### config.mk
export PLATFORM = sky130hd
export DESIGN_NAME = ethernet_rx_drain
export DESIGN_NICKNAME = d
export VERILOG_FILES = /design/src/rtl/ethernet_rx_drain.sv
export SDC_FILE = /design/constraint.sdc
export NUM_CORES = 1
export LEC_CHECK = 0
export CAP_MARGIN = 20
export CORE_ASPECT_RATIO = 0.9
export CORE_MARGIN = 3
export CORE_UTILIZATION = 31
export CTS_BUF_LIST = sky130_fd_sc_hd__clkbuf_4 sky130_fd_sc_hd__clkbuf_8 sky130_fd_sc_hd__clkbuf_16
export CTS_CLUSTER_DIAMETER = 80
export DETAILED_ROUTE_END_ITERATION = 16
export SYNTH_ARGS = -nofsm -noshare
export SYNTH_HDL_FRONTEND = slang
export SYNTH_SLANG_ARGS = --single-unit
### constraint.sdc
create_clock -name clk_i -period 8.4 [get_ports clk_i]
set_input_delay 2.52 -clock clk_i [delete_from_list [all_inputs] [get_ports clk_i]]
set_output_delay 2.52 -clock clk_i [all_outputs]
set_load 0.1 [all_outputs]
### src/rtl/ethernet_rx_drain.sv
// MMIO initiator draining RX frames from an Ethernet controller onto a byte-keep stream.
// Optional statistics counters: define ETHERNET_RX_DRAIN_STATS_EN.
module ethernet_rx_drain #(
  parameter int          data_width_p   = 32,
  parameter int          eth_mtu_p      = 2048,
  parameter logic [13:0] rx_size_addr_p = 14'h1010,
  parameter logic [13:0] rx_ack_addr_p  = 14'h1018,
  parameter logic [13:0] rx_buf_base_p  = 14'h0800
) (
  input  logic                                clk_i,
  input  logic                                reset_n_i,
  input  logic                                enable_i,
  input  logic                                rx_pending_i,
  output logic [13:0]                         addr_o,
  output logic                                read_en_o,
  output logic                                write_en_o,
  output logic [$clog2(data_width_p/8)-1:0]   op_size_o,
  output logic [data_width_p-1:0]             write_data_o,
  input  logic [data_width_p-1:0]             read_data_i,
  output logic [data_width_p-1:0]             data_o,
  output logic [data_width_p/8-1:0]           keep_o,
  output logic                                last_o,
  output logic                                valid_o,
  input  logic                                ready_i,
  output logic                                busy_o,
  output logic                                oversize_o,
  output logic [15:0]                         packet_count_o,
  output logic [15:0]                         drop_count_o
);

  localparam int B  = data_width_p / 8;
  localparam int LB = $clog2(B);
  localparam logic [LB-1:0] OP_SIZE = LB[LB-1:0];

  typedef enum logic [2:0] {
    IDLE,
    SIZE_RD,
    SIZE_WAIT,
    DATA_RD,
    DATA_WAIT,
    EMIT,
    ACK,
    HOLDOFF
  } state_t;

  state_t                  state_q, state_d;
  logic [11:0]             size_q;
  logic [11:0]             idx_q;
  logic [data_width_p-1:0] data_q;
  logic                    hold_q;
  logic                    oversize_q;

  logic [11:0]  rd_size;
  logic         size_big;
  logic [11:0]  last_idx;
  logic         is_last;
  logic [13:0]  off;
  logic [LB-1:0] rem;
  logic [B-1:0] tail_keep;

  assign rd_size  = read_data_i[11:0];
  assign size_big = {20'b0, rd_size} > 32'(eth_mtu_p);
  assign last_idx = (size_q - 12'd1) >> LB;
  assign is_last  = (idx_q == last_idx);
  assign off      = {2'b0, idx_q} << LB;
  assign rem      = size_q[LB-1:0];

  assign op_size_o  = OP_SIZE;
  assign data_o     = data_q;
  assign oversize_o = oversize_q;

  // Last beat keeps only the residual bytes; a zero residue means a full word.
  always_comb begin
    tail_keep = '0;
    for (int i = 0; i < B; i++) begin
      tail_keep[i] = (rem == '0) || (i < int'(rem));
    end
  end

  always_comb begin
    state_d      = state_q;
    addr_o       = '0;
    read_en_o    = 1'b0;
    write_en_o   = 1'b0;
    write_data_o = '0;
    valid_o      = 1'b0;
    keep_o       = '0;
    last_o       = 1'b0;
    busy_o       = (state_q != IDLE);
    unique case (state_q)
      IDLE: begin
        if (enable_i && rx_pending_i) state_d = SIZE_RD;
      end
      SIZE_RD: begin
        read_en_o = 1'b1;
        addr_o    = rx_size_addr_p;
        state_d   = SIZE_WAIT;
      end
      SIZE_WAIT: begin
        if (rd_size == '0 || size_big) state_d = ACK;
        else                           state_d = DATA_RD;
      end
      DATA_RD: begin
        read_en_o = 1'b1;
        addr_o    = rx_buf_base_p + off;
        state_d   = DATA_WAIT;
      end
      DATA_WAIT: begin
        state_d = EMIT;
      end
      EMIT: begin
        valid_o = 1'b1;
        last_o  = is_last;
        keep_o  = is_last ? tail_keep : '1;
        if (ready_i) state_d = is_last ? ACK : DATA_RD;
      end
      ACK: begin
        write_en_o   = 1'b1;
        addr_o       = rx_ack_addr_p;
        write_data_o = {{(data_width_p-1){1'b0}}, 1'b1};
        state_d      = HOLDOFF;
      end
      HOLDOFF: begin
        if (hold_q) state_d = IDLE;
      end
      default: state_d = IDLE;
    endcase
  end

  always_ff @(posedge clk_i or negedge reset_n_i) begin
    if (!reset_n_i) begin
      state_q    <= IDLE;
      size_q     <= '0;
      idx_q      <= '0;
      data_q     <= '0;
      hold_q     <= 1'b0;
      oversize_q <= 1'b0;
    end else begin
      state_q    <= state_d;
      oversize_q <= (state_q == SIZE_WAIT) && size_big;
      if (state_q == SIZE_WAIT) begin
        size_q <= rd_size;
        idx_q  <= '0;
      end
      if (state_q == DATA_WAIT) data_q <= read_data_i;
      if (state_q == EMIT && ready_i && !is_last) idx_q <= idx_q + 12'd1;
      if (state_q == ACK) hold_q <= 1'b0;
      if (state_q == HOLDOFF) hold_q <= 1'b1;
    end
  end

`ifdef ETHERNET_RX_DRAIN_STATS_EN
  logic [15:0] pkt_q, drop_q;
  logic        deliver;

  assign deliver = (size_q != '0) && ({20'b0, size_q} <= 32'(eth_mtu_p));

  // oversize_q is high exactly during the ACK cycle of a dropped frame.
  always_ff @(posedge clk_i or negedge reset_n_i) begin
    if (!reset_n_i) begin
      pkt_q  <= '0;
      drop_q <= '0;
    end else if (state_q == ACK) begin
      if (deliver && pkt_q != 16'hFFFF)     pkt_q  <= pkt_q + 16'd1;
      if (oversize_q && drop_q != 16'hFFFF) drop_q <= drop_q + 16'd1;
    end
  end

  assign packet_count_o = pkt_q;
  assign drop_count_o   = drop_q;
`else
  assign packet_count_o = '0;
  assign drop_count_o   = '0;
`endif

endmodule

==> run metrics <==
# Post-CTS Setup Buffers=0; Final Hold Fails=0; routed vias/inst=4.54; Layout area overhead=28.2%; Core Util, Final=41.4%; Overflow after GRT=0; first-pass GRT wire length=13600 um; dpl cells=594; Ys Warns=0; hpwl dp=6420 um; Slew @ Worst Pin=1.01 ns; buffers added on ports=91; synthesized area=3750 um2; Diodes inserted=0; via count=2764; CTS tree=yes; sinks on the clock net=61; fraction of layout cells with a size suffix above 1=16.3%; unrepaired setup endpoints after global routing=false; Post-synth EDFFs=0; CTS Buf Count=9; Seq cells post-synth=61; Ports=159; die width=122 um; Critical Path Start Type=flop; hold path endpoint=data_o[4]; Avg Cell Area, Syn=10.3 um2; reg2reg path depth=7; ys flop type=dfrtp_1; post-synthesis cell count=364; wire length per cell=14.2 um; worst reg2reg path startpoint=size_q[2]; Worst Hold Depth=1; final setup vio count=0; sequential area share after synthesis=40.7%; reg-to-reg setup timing slack=5.29 ns; clock transition at the registers of the reported paths=0.05 ns; fin. max-slew vios=0; Max-Cap Viols=0; # nets final=491; Post-Route Setup TNS=0 ns; r2r endpoint=idx_q[8]; CTS Buffer Depth=2; initial antenna violation count=0; fin crit period=6.54 ns; GRT Util Overall=13.0%; CTS root buffer=clkbuf_16; largest net degree at the start of global routing=62; Initial DRC Count=118; DRC=0; # fillers=1153; Fmax=153 MHz; asr flop ratio synth=100%; # hold bufs at CTS=0; Non-Filler Instances=609; min-delay src=data_o[4]; CTS HTree Levels=3; Hold Path Class=reg2reg; die area=13500 um2; Die Y=110 um; Worst-Skew Late Latency=0.32 ns; kind of critical path=reg2out; antenna-violating nets left=0; Routed WL=8640 um; Max Clock Skew=0.00718 ns; critical path arrival=4.02 ns; DR pass1 iterations=4; period utilization=77.8%; Core Area=11600 um2; num rows=37; worst path required time=5.88 ns; CP Max Fanout=11; Initial Utilization=32.3%; CP endpoint kind=output port; multi-input combinational cell area=1850 um2; vias in the first global route=2681; status=finished, final reports clean; Reg area=1530 um2; GP Congestion=0.779; post-CTS sizing=0; worst rel slew slack=32.3%; Yosys cell types=51
-- how the worst max path moves through the flow --
stage	from	endpoint	slack, ns	cells past startpoint
after floorplan	size_q[2]	last_o	2.36	7
after global placement	size_q[2]	last_o	2.25	7
after detailed placement	size_q[2]	last_o	2.20	7
after CTS	size_q[2]	last_o	1.85	7
after global routing	size_q[2]	last_o	1.73	7
final	size_q[2]	last_o	1.86	7
-- state kept, by name, summed over array words and instances, names as in the netlist --
register    cells
size_q         12
idx_q          12
state_q         3
oversize_o      1
hold_q          1
data_o         32
-- critical path, stage by stage (launching register included) --
cell and delay (ns):
dfrtp_1 0.44, or4_4 0.58, nor3b_4 0.24, mux2_2 0.36
a31o_1 0.20, a2111o_1 0.57, nor2_1 0.15, clkdlybuf4s50_1 1.16
-- cells by family (layout without fill, tap and decap cells) --
logic type	after synthesis	count (layout)	share of synthesized area [%]
AO/OA/AOI/OAI	39	39	8.10
multiplexers	45	45	13.6
buffers and inverters	92	116	16.6
other	2	67	0.200
XOR/XNOR	15	15	3.50
flip-flops	61	61	40.7
AND/OR/NAND/NOR	105	105	15.6
adder cells (fa/ha/maj)	5	5	1.67
-- area by class of cell --
class,count,share of cell area [%]
repair buffers,93,19.1
inverters,8,0.624
multi-input cells,276,38.5
flip-flops and latches,61,31.7
clock inverters,5,1.09
well taps,156,4.06
clock buffers,10,4.84
-- synth_stat cells (all sizes together), types with 2 or more instances --
cell type  number  share of area, %
nor2           19               1.9
or3             3              0.53
or2             3              0.50
a21oi           5              0.97
mux2           45                14
ha              5               1.7
nor4            5              0.83
o22ai           2              0.33
and4b           2              0.53
buf            72                15
xor2            6               1.4
xnor2           9               2.1
dfrtp          61                41
a21o            2              0.40
nor3b           2              0.70
and3           12               2.0
conb            2              0.20
inv             7              0.70
nor2b           5              0.83
nand3b          4              0.80
a211oi          3              0.60
nand4           3              0.50
and2            4              0.73
a31o            2              0.47
clkbuf         12               1.2
nand2          22               2.2
a221o           7               1.9
nor3            6              0.80
o21ai           8               1.1
nand3           8               1.1
and4            5               1.2
-- cell usage in the layout, fill, tap and decap left out, types with 5 or more instances in the layout --
cell,netlist,final
a221o_1,7,7
and3_1,12,12
and4_1,5,5
clkbuf_16,0,9
clkdlybuf4s50_1,0,90
conb_1,2,67
dfrtp_1,61,61
ha_1,5,5
inv_1,7,7
mux2_2,44,44
nand2_1,22,22
nand3_1,8,8
nor2_1,19,19
nor2b_1,5,5
nor3_1,6,5
nor4_1,5,5
o21ai_0,8,8
xnor2_1,9,9
xor2_1,6,6
-- per-stage QoR --
step / cell area, um2 / worst slack, ns / hold slack (ns)
4_1_cts: 4810 / 1.85 / 0.508
3_3_place_gp: 4520 / 2.25 / 0.488
3_5_place_dp: 4520 / 2.20 / 0.495
2_1_floorplan: 4000 / 2.36 / 0.461
6_report: 4810 / 1.86 / 0.504
5_1_grt: 4810 / 1.73 / 0.519
-- per-layer routing --
layer / global-route usage [%] / vias to the layer above / wire length [um]
li1: - / 1312 / -
met1: 16.1 / 1335 / 3770
met2: 20.9 / 108 / 4050
met3: 5.05 / 9 / 728
met4: 4.00 / 0 / 85
met5: 0 / - / 0
Power is not shown: default switching activity piles up to over one toggle a cycle in this logic, so the estimate is an artifact.
